File: src/rtl/mem_port_arbiter.sv
// Shares one single-port memory between NR round-robin read ports and one write port.
// Writes normally win; a starvation guard hands reads one cycle after STARVE consecutive losses.
module mem_port_arbiter #(
    parameter int NR     = 3,
    parameter int AW     = 28,
    parameter int DW     = 128,
    parameter int RL     = 1,
    parameter int STARVE = 4
) (
    input  logic                clk,
    input  logic                rstn,
    input  logic [NR-1:0]       rd_req,
    input  logic [NR*AW-1:0]    rd_addr,
    output logic [NR-1:0]       rd_gnt,
    output logic [NR-1:0]       rd_valid,
    output logic [NR*DW-1:0]    rd_data,
    input  logic                wr_req,
    input  logic [AW-1:0]       wr_addr,
    input  logic [DW-1:0]       wr_data,
    input  logic [DW/8-1:0]     wr_strb,
    output logic                wr_gnt,
    output logic                mem_ren,
    output logic                mem_wen,
    output logic [AW-1:0]       mem_addr,
    output logic [DW-1:0]       mem_wdata,
    output logic [DW/8-1:0]     mem_strb,
    input  logic [DW-1:0]       mem_rdata
);
    localparam int PW = (NR > 1) ? $clog2(NR) : 1;
    localparam int SW = $clog2(STARVE + 1);

    logic [PW-1:0]         ptr_r;
    logic [PW-1:0]         rd_idx_s;
    logic [PW-1:0]         ptr_nxt_s;
    logic [SW-1:0]         starv_r;
    logic                  rd_found_s;
    logic                  any_rd_s;
    logic                  starved_s;
    logic                  wr_win_s;
    logic                  rd_win_s;
    logic [RL-1:0]         pipe_v_r;
    logic [RL-1:0][PW-1:0] pipe_id_r;

    // Grants are gated by rstn so nothing reaches the memory while in reset.
    assign any_rd_s  = |rd_req;
    assign starved_s = any_rd_s && (starv_r == SW'(STARVE));
    assign wr_win_s  = rstn && wr_req && !starved_s;
    assign rd_win_s  = rstn && rd_found_s && !wr_win_s;
    assign ptr_nxt_s = (rd_idx_s == PW'(NR - 1)) ? '0 : rd_idx_s + PW'(1);

    // Round-robin search: first requesting port at or after ptr_r.
    always_comb begin
        int j;
        j          = 0;
        rd_found_s = 1'b0;
        rd_idx_s   = '0;
        for (int k = 0; k < NR; k++) begin
            j = (int'(ptr_r) + k) % NR;
            if (!rd_found_s && rd_req[j]) begin
                rd_found_s = 1'b1;
                rd_idx_s   = PW'(j);
            end else begin
                rd_idx_s   = rd_idx_s;
            end
        end
    end

    // One-hot read grant for the winning port.
    always_comb begin
        rd_gnt = '0;
        if (rd_win_s) begin
            rd_gnt[rd_idx_s] = 1'b1;
        end else begin
            rd_gnt = '0;
        end
    end

    // Memory command mux; idle cycles drive zeros on address, data and strobes.
    always_comb begin
        wr_gnt    = wr_win_s;
        mem_wen   = wr_win_s;
        mem_ren   = rd_win_s;
        mem_addr  = '0;
        mem_wdata = '0;
        mem_strb  = '0;
        if (wr_win_s) begin
            mem_addr  = wr_addr;
            mem_wdata = wr_data;
            mem_strb  = wr_strb;
        end else if (rd_win_s) begin
            mem_addr  = rd_addr[int'(rd_idx_s)*AW +: AW];
        end else begin
            mem_addr  = '0;
        end
    end

    // Round-robin pointer and write-over-read starvation counter.
    always_ff @(posedge clk or negedge rstn) begin
        if (!rstn) begin
            ptr_r   <= '0;
            starv_r <= '0;
        end else begin
            if (rd_win_s) begin
                ptr_r <= ptr_nxt_s;
            end
            if (wr_win_s && any_rd_s) begin
                if (starv_r != SW'(STARVE)) begin
                    starv_r <= starv_r + SW'(1);
                end
            end else begin
                starv_r <= '0;
            end
        end
    end

    // Latency pipe: tail stage is valid in the cycle mem_rdata belongs to that read.
    always_ff @(posedge clk or negedge rstn) begin
        if (!rstn) begin
            pipe_v_r  <= '0;
            pipe_id_r <= '0;
        end else begin
            pipe_v_r[0]  <= rd_win_s;
            pipe_id_r[0] <= rd_idx_s;
            for (int k = 1; k < RL; k++) begin
                pipe_v_r[k]  <= pipe_v_r[k-1];
                pipe_id_r[k] <= pipe_id_r[k-1];
            end
        end
    end

    // Return stage: capture memory data into the owning port and pulse its valid.
    always_ff @(posedge clk or negedge rstn) begin
        if (!rstn) begin
            rd_valid <= '0;
            rd_data  <= '0;
        end else begin
            rd_valid <= '0;
            if (pipe_v_r[RL-1]) begin
                rd_valid[pipe_id_r[RL-1]]                   <= 1'b1;
                rd_data[int'(pipe_id_r[RL-1])*DW +: DW]     <= mem_rdata;
            end
        end
    end

endmodule

File: config.mk
export PLATFORM = sky130hd
export DESIGN_NAME = mem_port_arbiter
export DESIGN_NICKNAME = d
export VERILOG_FILES = /design/src/rtl/mem_port_arbiter.sv
export SDC_FILE = /design/constraint.sdc
export NUM_CORES = 1
export LEC_CHECK = 0
export BUFFER_PORTS_ARGS = -buffer_cell sky130_fd_sc_hd__buf_2
export CORE_AREA = 10 10 366 368
export DETAILED_ROUTE_END_ITERATION = 10
export DIE_AREA = 0 0 376 378
export PLACE_DENSITY = 0.38
export SYNTH_ARGS = -nofsm -noshare
export SYNTH_HDL_FRONTEND = slang
export SYNTH_SLANG_ARGS = --single-unit
File: constraint.sdc
create_clock -name clk -period 6.73 [get_ports clk]
set_input_delay 1.346 -clock clk [delete_from_list [all_inputs] [get_ports clk]]
set_output_delay 1.346 -clock clk [all_outputs]
set_load 0.005 [all_outputs]
## Word level (Yosys, flattened, before mapping)

Index checks and enable logic that the tools add are counted.

| word-level totals | value |
|---|---|
| register bits | 395 |
| bits of input ports | 390 |
| output and inout port bits | 565 |
| logic and storage cells | 73 |

| cells by class | value |
|---|---|
| $add $sub $neg | 5 |
| multiply operators | 1 |
| div/mod/pow operators | 3 |
| $lt $le $gt $ge | 7 |
| equal/unequal tests | 4 |
| shift operators | 3 |
| multiplexer cells | 29 |
| reductions and logical operators | 15 |

Operators by type and width:

| kind | number |
|---|---|
| bitwise mux 384 bit | 1 |
| variable shift 128 x 33 -> 384 bit, first input constant | 1 |
| variable part select 128 x 33 -> 384 bit | 1 |
| two-way mux 128 bit | 1 |
| less-than comparator 32 x 4 -> 1 bit, second input constant | 3 |
| variable part select 84 x 8 -> 28 bit | 1 |
| modulo 32 x 3 -> 32 bit, second input constant | 2 |
| two-way mux 28 bit | 2 |
| negation 9 -> 33 bit | 1 |
| modulo 3 x 3 -> 32 bit, second input constant | 1 |
| two-way mux 16 bit | 1 |
| two-way mux 3 bit | 4 |
| two-way mux 1 bit | 11 |
| logical AND 1 bit | 10 |
| two-way mux 2 bit | 4 |
| binary-select mux 1 bit (select 2 bit) | 3 |
| less-than comparator 2 x 3 -> 1 bit, second input constant | 2 |
| multiplier 2 x 3 -> 5 bit, second input constant | 1 |
| demux 1 bit (select 2 bit) | 2 |
| >= comparator 2 x 1 -> 1 bit, second input constant | 2 |
| zero test 1 bit | 4 |
| adder 2 x 1 -> 3 bit, second input constant | 1 |
| adder 2 x 2 -> 3 bit, second input constant | 1 |
| adder 3 x 1 -> 3 bit, second input constant | 1 |
| 6 further kinds | 6 |

## Depth between registers and ports, before layout

Gate-level depths: netlist of run 1.

| logic depth | value |
|---|---|
| depth after elaboration | 16 |
| gate-level depth with buffers | 12 |
| gate-level depth less buffers | 9 |

## Least setup slack after synthesis of run 1

OpenSTA, ideal clock, no wires.

| path | value |
|---|---|
| kind | input -> output |
| start | input rd_req[0] |
| end | output mem_addr[8] |
| arrival time | 2.591 ns |
| data required time | 5.384 ns |
| path slack | 2.793 ns |
| cell stages on the path | 7 |
| path buffers | 2 |
| cell sequence | nor3_1 -> o21ai_1 -> nor2_1 -> buf_2 -> clkbuf_1 -> nand2_1 -> o211ai_1 |

| on the way | value |
|---|---|
| longest elaborated chain between the ends | 14 |
| elaborated cells between the ends (all ways) | 30 |
| classes of those cells | mul: 1; shift: 1; mux: 17; reduce/logical: 11 |

RTL lines:

| what | RTL line | text |
|---|---|---|
| start: declaration | 12 | `input logic [NR-1:0] rd_req,` |
| binary-select mux 1 bit (select 2 bit) | 59 | `if (!rd_found_s && rd_req[j]) begin` |
| two-way mux 1 bit (not written as such) (2 in series) | 59 |  |
| two-way mux 1 bit | 59 |  |
| zero test 1 bit | 59 |  |
| logical AND 1 bit | 59 |  |
| two-way mux 1 bit | 59 |  |
| zero test 1 bit | 59 |  |
| logical AND 1 bit | 59 |  |
| two-way mux 2 bit / two-way mux 1 bit (equally long branches) | 59 |  |
| multiplier 2 x 3 -> 5 bit / logical AND 1 bit (equally long branches) | 91, 48 |  |
| variable part select 84 x 8 -> 28 bit / logical AND 1 bit (equally long branches) | 91, 48 |  |
| two-way mux 28 bit | 90 | `end else if (rd_win_s) begin` |
| two-way mux 28 bit * | 86 | `if (wr_win_s) begin` |
| end: declaration | 24 | `output logic [AW-1:0] mem_addr,` |

Mark *: on every way between the ends. The rest lies on a longest branch, timed or not. The select of a mux whose other input is x is not followed.

## Worst setup path after layout of run 1

| path | value |
|---|---|
| start | input rd_req[0] |
| end | output mem_addr[4] |

Same word-level chain as after synthesis.

==> impl_metrics.yaml, run 1 <==
status:
  status: "completed"
clocking:
  cts_tree: "done"
  cts_setup_buffers: 0
  path_clk_slew_ns: 0.06
  worst_skew_pair.late_latency_ns: 0.58
  htree_levels: 2
  cts-root-buf: "clkbuf_16"
  hold_buffers: 0
  cts_sinks: 395
  cts_resized: 0
  cts_buffers: 46
  cts_buffer_depth: 3
timing:
  max_freq_mhz: 187.8
  drv_slew: 0
  worst_pin_slew_ns: 1.041
  finalCriticalPeriod_ns: 5.326
  fin_crit_sh_pct: 79.13
  rsz0062_at_grt: "false"
  setup_viol: 0
  slew-limit-headroom_pct: 30.44
  setup_tns_ns: 0
  hold_viol: 0
  clock_skew_ns: 0.01586
placement:
  place_congestion: 0.9324
  dp_hpwl_mm: 85.64
  portBuffers: 954
drt:
  via_per_inst: 3.973
  drtIter0Drc: 1161
  via_count: 15460
  wire_per_inst_um: 28.29
  firstDrtPassIters: 5
  ant_nets: 0
  drc: 0
  wl_mm: 110.1
worst_setup_path:
  cp.arrival_ns: 3.98
  start_kind: "input port"
  slowest_stage: "clkinv_2"
  path_buf_inv: 4
  endpoint_kind: "primary output"
  worstSetupPathType: "in2out"
  critPathRequiredTime_ns: 5.38
  critPathMaxStageDelay_ns: 0.51
  cpMostUsedCell: "buf_2"
  worstPathCellList: "buf_2, mux2i_1, o211a_1, o31a_4, clkinv_2, nor2_2, buf_4, nand3_1, o211ai_1, buf_2"
  cp_max_fo: 30
  cp_top_family: "buffers and inverters"
synthesis:
  synth_area_um2: 16060
  ys_ff_latch: 395
  yosysTopAreaCellShare_pct: 61.55
  synthDistinctLibCells: 34
  synthCells: 1262
  synth.avg_cell_area_um2: 12.73
  synth_area_leaders: "dfrtp_1, a22o_1, and2_1, clkbuf_1, a31oi_1"
  yosysSeqAreaShare_pct: 61.55
  yosys_warnings: 0
  synthesis.nets: 1662
  yosysTopAreaCell: "dfrtp_1"
finish:
  syn_to_final_growth_pct: 50.56
  nNetsFinal: 2561
  nFillCells: 14080
  layout-drive-gt1-share_pct: 48.54
  final_util_pct: 19.08
power_and_ir_drop:
  ir_worst_vdd_uv: 177.8
  p_per_area_nw_per_um2: 409.1
  p_leak_nw: 13.03
worst_hold_path:
  worstHoldPathType: "reg2reg"
floorplanning:
  rows: 131
  core-area_um2: 126700
  dieArea_um2: 142100
  fp.dieH_um: 378
  start_util_pct: 12.67
  num_io_pins: 955
  die_w_um: 376
global_routing:
  grt_pass1_wl_mm: 144.2
  antenna_found_initial: 102
  grt_pass1_vias: 15490
  grt.overflow.total: 0
  grt_max_degree: 175
  grt_use_total_pct: 14.43
job:
  maxCapViolations: 0
==> cells in the mapped netlist, drive strengths merged <==
cell and n:
dfrtp 395, a22o 385, and2 173, clkbuf 102, nand2 35, a31oi 27, nand3 27, o211ai 27
buf 21, inv 14, ha 10, nor2 9, o21ai 9, mux2i 5, nor4 4, nand3b 3
nor3 2, nor4b 2, o211a 2, a21oi 1, a32oi 1, and3b 1, clkinv 1, nor2b 1
o21a 1, o21bai 1, o311ai 1, o31a 1, xnor2 1
==> placed cells by master, fill, tap and decap left out, types with 3 or more instances in the layout <==
cell type | Yosys | final
clkbuf_8 | 0 | 7
nor2_1 | 9 | 7
buf_12 | 0 | 5
nand2_1 | 35 | 32
ha_1 | 10 | 10
diode_2 | 0 | 37
nand3b_1 | 3 | 3
clkinv_2 | 1 | 6
and2_1 | 173 | 173
a31oi_1 | 27 | 27
clkbuf_16 | 0 | 46
dfrtp_1 | 395 | 395
clkbuf_1 | 102 | 11
o21ai_0 | 7 | 7
buf_4 | 4 | 15
mux2i_1 | 5 | 5
inv_6 | 0 | 3
a22o_1 | 385 | 385
buf_2 | 11 | 953
inv_1 | 14 | 14
nand3_1 | 27 | 27
nand2_4 | 0 | 3
clkinvlp_4 | 0 | 4
o211ai_2 | 10 | 10
o211ai_1 | 17 | 17
==> routing by layer <==
metal  GRT usage, %  wire [um]  vias to the layer above
met1          14.65      36850                     7839
met2          27.28      59020                      838
met5              0         75                        -
li1               -          -                     6531
met3          4.575       9540                      237
met4          5.530       4596                       12
==> path summary, 6_finish.rpt <==
| kind | start | to | slack (ns) | cells after the start |
|---|---|---|---|---|
| setup reg to reg | ptr_r[1]$_DFFE_PN0P_ | ptr_r[0]$_DFFE_PN0P_ | 3.82 | 7 |
| hold reg to reg | starv_r[0]$_DFFE_PN0P_ | starv_r[0]$_DFFE_PN0P_ | 0.49 | 1 |
| min in group asynchronous | rstn | rd_data[162]$_DFFE_PN0P_ | 0.70 | 1 |
| hold / removal | starv_r[0]$_DFFE_PN0P_ | starv_r[0]$_DFFE_PN0P_ | 0.49 | 1 |
| setup / recovery | rd_req[0] | mem_addr[4] | 1.40 | 10 |
| max in group asynchronous | rstn | rd_data[370]$_DFFE_PN0P_ | 3.69 | 3 |
==> where the power goes <==
group	switching, mW	total (mW)	internal, mW
Combinational	1.95	3.64	1.70
Clock	1.06	2.44	1.38
Sequential	0.512	3.81	3.30
==> stage by stage <==
step	cell area, um2	setup slack (ns)	cells	total power, mW	hold WS, ns
4_1_cts	24090	1.260	3854	10.09	0.4883
3_3_place_gp	22660	1.348	3775	7.580	0.4822
2_1_floorplan	16060	2.793	1262	5.432	0.4405
5_1_grt	24160	1.064	3882	10.47	0.5085
6_report	24180	1.404	3891	9.892	0.4880
3_5_place_dp	22660	1.321	3775	7.569	0.4788
==> cells by family (layout without fill, tap and decap cells) <==
kind of cell    Yosys count  after routing  synth area share, %
compound gates          456            456                24.44
buf+inv                 138           1068                3.693
flops                   395            395                61.55
fa+ha+maj                10             10               0.7791
xor+xnor                  1              1              0.05455
other cells               0             37                    0
mux                       5              5               0.3117
simple gates            257            257                9.170
==> area by class of cell <==
class / instances / area [um2] / share of cell area (%)
Sequential cell: 395 / 9884 / 40.88
Multi-Input combinational cell: 729 / 5643 / 23.34
Timing Repair Buffer: 974 / 4997 / 20.67
Tap cell: 1662 / 2079 / 8.600
Clock buffer: 64 / 1289 / 5.330
Clock inverter: 15 / 136.4 / 0.5640
Antenna cell: 37 / 92.59 / 0.3829
Inverter: 15 / 57.56 / 0.2380
==> sequential cells by signal (all words and copies together) (netlist names) <==
register	count
starv_r	3
rd_data	384
pipe_id_r	2
ptr_r	2
rd_valid	3
pipe_v_r	1
Note: power is estimated with default switching activity, not from simulation.
==> inputs of run 2 (changes only) <==
--- a/config.mk
+++ b/config.mk
@@ -6,10 +6,10 @@
 export NUM_CORES = 1
 export LEC_CHECK = 0
 export BUFFER_PORTS_ARGS = -buffer_cell sky130_fd_sc_hd__buf_2
-export CORE_AREA = 10 10 366 368
+export CORE_AREA = 10 10 363 365
 export DETAILED_ROUTE_END_ITERATION = 10
-export DIE_AREA = 0 0 376 378
-export PLACE_DENSITY = 0.38
+export DIE_AREA = 0 0 373 375
+export PLACE_DENSITY = 0.39
 export SYNTH_ARGS = -nofsm -noshare
 export SYNTH_HDL_FRONTEND = slang
 export SYNTH_SLANG_ARGS = --single-unit
==> constraint.sdc (replaced) <==
create_clock -name clk -period 4.4 [get_ports clk]
set_input_delay 0.88 -clock clk [delete_from_list [all_inputs] [get_ports clk]]
set_output_delay 0.88 -clock clk [all_outputs]
set_load 0.005 [all_outputs]
==> run 2 against run 1 <==
Compared with the run above: hold slack lost 0.35 ns; global-route usage grew 0.12 points; total power grew 57%; sequential power grew 54%; critical path depth is the same; final cell count shrank 0.80%; utilization grew 0.48 points; setup slack lost 1.2 ns; first-iteration DRC count shrank 16%; die area shrank 1.6%; count of clock-buffer cells in the layout grew 5; largest cell class unchanged; largest power group unchanged.
==> impl_metrics.yaml, run 2 (synthesis gave the netlist of run 1 again) <==
status:
  status: "completed"
global_routing:
  grt.overflow.total: 0
  grt_pass1_vias: 15900
  antenna_found_initial: 88
  grt_pass1_wl_mm: 144.7
  grt_max_degree: 163
  grt_use_total_pct: 14.54
placement:
  dp_hpwl_mm: 84.67
  portBuffers: 954
  place_congestion: 0.8602
  place_inst: 3773
  dp_worst_setup_slack_ns: 0.2227
clocking:
  path_clk_slew_ns: 0.06
  cts_sinks: 395
  htree_levels: 2
  cts-root-buf: "clkbuf_16"
  cts_tree: "done"
  cts_buffers: 45
  hold_buffers: 0
  cts_buffer_depth: 3
  worst_skew_pair.late_latency_ns: 0.58
  cts_setup_buffers: 0
timing:
  holdWs_ns: 0.1423
  setup_viol: 0
  rsz0062_at_grt: "true"
  setup_tns_ns: 0
  slew-limit-headroom_pct: 35.29
  hold_viol: 0
  fin_crit_sh_pct: 95.88
  drv_slew: 0
  worst_slack_ns: 0.1811
  clock_skew_ns: 0.02647
  max_freq_mhz: 237.0
  finalCriticalPeriod_ns: 4.219
  worst_pin_slew_ns: 0.9706
drt:
  via_per_inst: 3.959
  ant_nets: 0
  firstDrtPassIters: 4
  wl_mm: 108.3
  drc: 0
  drtIter0Drc: 975
  via_count: 15280
  wire_per_inst_um: 28.05
floorplanning:
  start_util_pct: 12.87
  num_io_pins: 955
  fp.dieH_um: 375
  die_w_um: 373
  core-area_um2: 124800
  rows: 130
  dieArea_um2: 139900
finish:
  final_common_cell: "buf_2"
  final_cells: 3860
  multi_input_area_um2: 5674
  final-seq-area_um2: 9884
  largest_reg_flops: 384
  final_cell_mix: "buf_2, dfrtp_1, a22o_1"
  nNetsFinal: 2570
  layout-drive-gt1-share_pct: 49.25
  nFillCells: 13810
  largest_register: "rd_data"
  reg.largest.list: "rd_data: 384 flops, rd_valid: 3 flops, starv_r: 3 flops"
  syn_to_final_growth_pct: 51.95
worst_setup_path:
  worstSetupPathType: "reg2out"
  cp_max_fo: 29
  cp.arrival_ns: 3.34
  critPathRequiredTime_ns: 3.52
  start_kind: "register"
  endpoint_kind: "primary output"
power_and_ir_drop:
  seq_power_share_pct: 37.8
  p_clk_share_pct: 25.5
  ir_worst_vdd_uv: 265.6
  p_leak_nw: 13.19
  finalPower_mw: 15.49
  switching_share_pct: 35.16
  p_int_mw: 10.04
  p_per_area_nw_per_um2: 634.8
  switching_power_mw: 5.447
  combinationalPowerShare_pct: 36.7
worst_hold_path:
  worstHoldPathType: "in2async"
job:
  maxCapViolations: 0
==> run 2: what timing repair did <==
| action | in CTS | in global routing |
|---|---|---|
| endpoints found under the setup margin | 29 | 28 |
| resized for setup | 8 | 4 |
| pin swaps | 1 | 1 |
==> run 2: area by class of cell <==
cell class	count	area share, %
flip-flops and latches	395	40.51
multi-input cells	729	23.25
repair buffers	984	21.12
well taps	1650	8.460
clock buffers	69	5.691
clock inverters	13	0.6768
inverters	15	0.2359
diodes	5	0.05127
==> run 2: power by group through the flow <==
stage	sequential (mW)	combinational (mW)	clock (mW)
2_1_floorplan	5.95	2.36	0
3_3_place_gp	5.90	5.81	0
3_5_place_dp	5.89	5.81	0
4_1_cts	5.85	5.85	4.12
5_1_grt	6.02	6.11	4.23
6_report	5.85	5.68	3.96
==> run 2: worst max-delay path, cell delays in order (launching register included) <==
cell and delay (ns):
dfrtp_1 0.43, inv_2 0.14, ha_2 0.28, mux2i_2 0.29
o211a_1 0.18, o31a_4 0.14, clkinv_2 0.07, nor2_4 0.69
nand3_1 0.18, o211ai_1 0.18, buf_2 0.16
==> run 2: worst paths after layout <==
kind	from	to	slack, ns	depth (start not counted)
worst min-delay path	rstn	rd_data[142]$_DFFE_PN0P_	0.14	1
worst max register to register	ptr_r[1]$_DFFE_PN0P_	ptr_r[1]$_DFFE_PN0P_	1.88	9
max in group asynchronous	rstn	rd_data[208]$_DFFE_PN0P_	2.25	3
worst max-delay path	ptr_r[1]$_DFFE_PN0P_	mem_addr[21]	0.18	10
min in group clk	starv_r[0]$_DFFE_PN0P_	starv_r[0]$_DFFE_PN0P_	0.49	1
worst min register to register	starv_r[0]$_DFFE_PN0P_	starv_r[0]$_DFFE_PN0P_	0.49	1
==> run 2: metrics by stage <==
stage / cell area (um2) / utilization, %
2_1_floorplan: 16060 / -
3_3_place_gp: 22800 / 18.28
3_5_place_dp: 22800 / 18.28
4_1_cts: 24380 / 19.54
5_1_grt: 24390 / 19.55
6_report: 24400 / 19.56
==> run 2: layer usage <==
| layer | up-vias | GRT usage (%) | share of wire, % |
|---|---|---|---|
| met5 | - | 0 | 0.14 |
| met4 | 22 | 3.356 | 3.0 |
| met3 | 231 | 4.250 | 7.1 |
| met2 | 771 | 29.06 | 56 |
| met1 | 7742 | 14.54 | 34 |
| li1 | 6517 | - | - |
==> inputs of run 3 (changes only) <==
--- a/config.mk
+++ b/config.mk
@@ -6,9 +6,9 @@
 export NUM_CORES = 1
 export LEC_CHECK = 0
 export BUFFER_PORTS_ARGS = -buffer_cell sky130_fd_sc_hd__buf_2
-export CORE_AREA = 10 10 363 365
+export CORE_AREA = 10 10 361 363
 export DETAILED_ROUTE_END_ITERATION = 10
-export DIE_AREA = 0 0 373 375
+export DIE_AREA = 0 0 371 373
 export PLACE_DENSITY = 0.39
 export SYNTH_ARGS = -nofsm -noshare
 export SYNTH_HDL_FRONTEND = slang
==> run 3 against run 2 <==
Compared with the run above: clock power grew 9.6%; highest routed layer unchanged; hold slack lost 0.024 ns; design area grew 0.48%; die area shrank 1.1%; count of clock-buffer cells in the layout grew 5; via count shrank 0.39%; fmax grew 0.93%; routed wire length grew 2.8%; setup slack gained 0.039 ns; flip-flop and latch count is the same.
==> impl_metrics.yaml, run 3 (synthesis gave the netlist of run 1 again) <==
worst_setup_path:
  critPathRequiredTime_ns: 3.52
  slowest_stage: "dfrtp_1"
  start_kind: "register"
  cp_max_fo: 29
  worstSetupPathType: "reg2out"
  r2r_start: "ptr_r[1]$_DFFE_PN0P_"
  ff2ff_path_depth: 9
  critPathMaxStageDelay_ns: 0.40
  regToRegEndpoint: "ptr_r[0]$_DFFE_PN0P_"
  r2r_setup_slack_ns: 1.94
  cp.arrival_ns: 3.30
  endpoint_kind: "primary output"
  worstPathCellList: "inv_1, ha_1, mux2i_1, o211a_1, o31a_4, clkinv_2, nor2_2, buf_6, nand3_1, o211ai_1, buf_2"
power_and_ir_drop:
  ir_worst_vdd_uv: 281.5
  p_int_mw: 10.28
  switching_power_mw: 5.496
  seq_power_share_pct: 37.1
  p_leak_nw: 13.23
  switching_share_pct: 34.83
  p_per_area_nw_per_um2: 643.6
  combinationalPowerShare_pct: 35.4
  p_clk_share_pct: 27.5
global_routing:
  grt_use_total_pct: 15.26
  antenna_found_initial: 92
  grt_pass1_vias: 15720
  grt_max_degree: 141
  grt_pass1_wl_mm: 148.3
  grt.overflow.total: 0
finish:
  final_cell_mix: "buf_2, dfrtp_1, a22o_1"
  reg.largest.list: "rd_data: 384 flops, rd_valid: 3 flops, starv_r: 3 flops"
  final_common_cell: "buf_2"
  nNetsFinal: 2568
  layout-drive-gt1-share_pct: 48.94
  final_cells: 3867
  nFillCells: 13730
  final-seq-area_um2: 9884
  largest_reg_flops: 384
  largest_register: "rd_data"
  design_area_um2: 24520
  multi_input_area_um2: 5643
  syn_to_final_growth_pct: 52.68
placement:
  place_area_um2: 22720
  place_congestion: 0.8474
  portBuffers: 954
  dp_hpwl_mm: 87.21
  place_inst: 3754
  dp_worst_setup_slack_ns: 0.6621
drt:
  firstDrtPassIters: 4
  wire_per_inst_um: 28.79
  via_per_inst: 3.937
  wl_mm: 111.3
  ant_nets: 0
  drc: 0
  drtIter0Drc: 915
  via_count: 15220
timing:
  finalCriticalPeriod_ns: 4.180
  max_freq_mhz: 239.2
  fin_crit_sh_pct: 95.00
  setup_tns_ns: 0
  rsz0062_at_grt: "false"
  clock_skew_ns: 0.05612
  setup_viol: 0
  hold_viol: 0
  drv_slew: 0
  worst_pin_slew_ns: 1.193
  slew-limit-headroom_pct: 20.47
  worst_slack_ns: 0.2201
clocking:
  worst_skew_pair.late_latency_ns: 0.62
  path_clk_slew_ns: 0.07
  cts_buffer_depth: 3
  cts-root-buf: "clkbuf_16"
  cts_buffers: 49
  hold_buffers: 0
  cts_tree: "done"
  htree_levels: 2
  cts_sinks: 395
floorplanning:
  start_util_pct: 13.06
  rows: 129
  fp.dieH_um: 373
  die_w_um: 371
  num_io_pins: 955
  dieArea_um2: 138400
  core-area_um2: 123000
status:
  status: "completed"
worst_hold_path:
  worstHoldPathType: "in2async"
job:
  maxCapViolations: 0
[run 3: how the worst max path moves through the flow]
stage	from	end	slack (ns)
after floorplan	rd_req[0]	mem_addr[8]	1.40
after global placement	rd_req[2]	mem_addr[3]	0.65
after detailed placement	rd_req[2]	mem_addr[25]	0.66
after CTS	ptr_r[1]$_DFFE_PN0P_	mem_addr[25]	0.11
after global routing	ptr_r[0]$_DFFE_PN0P_	mem_addr[3]	0.05
final	ptr_r[1]$_DFFE_PN0P_	mem_addr[25]	0.22
[run 3: critical path, delay by kind of cell, from the launching register on]
kind	cells	cell delay (ns)
AO/OA/AOI/OAI	3	0.45
adder cells (fa/ha/maj)	1	0.31
buffers and inverters	4	0.83
flip-flops	1	0.40
multiplexers	1	0.31
AND/OR/NAND/NOR	2	0.34
[run 3: what timing repair did]
action / in CTS / in global routing
buffers inserted: 0 / 0
gates resized for setup: 0 / 1
setup endpoints to repair: 0 / 7
[run 3: power by group through the flow]
stage	combinational (mW)	sequential (mW)	clock, mW
5_1_grt	6.01	6.05	4.64
6_report	5.58	5.86	4.34
2_1_floorplan	2.36	5.95	0
4_1_cts	5.74	5.86	4.52
3_3_place_gp	5.73	5.92	0
3_5_place_dp	5.72	5.90	0
[run 3: cell type report]
type	instances	area share, %
diodes	21	0.2143
multi-input cells	729	23.01
well taps	1637	8.354
clock buffers	74	6.001
flip-flops and latches	395	40.31
inverters	15	0.2347
repair buffers	978	20.77
clock inverters	18	1.092
[run 3: stage by stage]
stage                     hold WS [ns]  utilization (%)  total power [mW]
final                           0.1187            19.94             15.78
after global routing           0.08483            19.92             16.69
after CTS                      0.07065            19.89             16.12
after detailed placement        0.4679            18.48             11.62
after global placement          0.4771            18.48             11.65
after floorplan                 0.4405                -             8.309
[run 3: per-layer routing]
metal | GRT usage (%) | routed length, um | vias up
met5 | 0 | 135 | -
met4 | 3.963 | 2953 | 20
met3 | 4.971 | 8549 | 213
met2 | 29.22 | 60660 | 710
met1 | 15.65 | 39050 | 7745
li1 | - | - | 6536
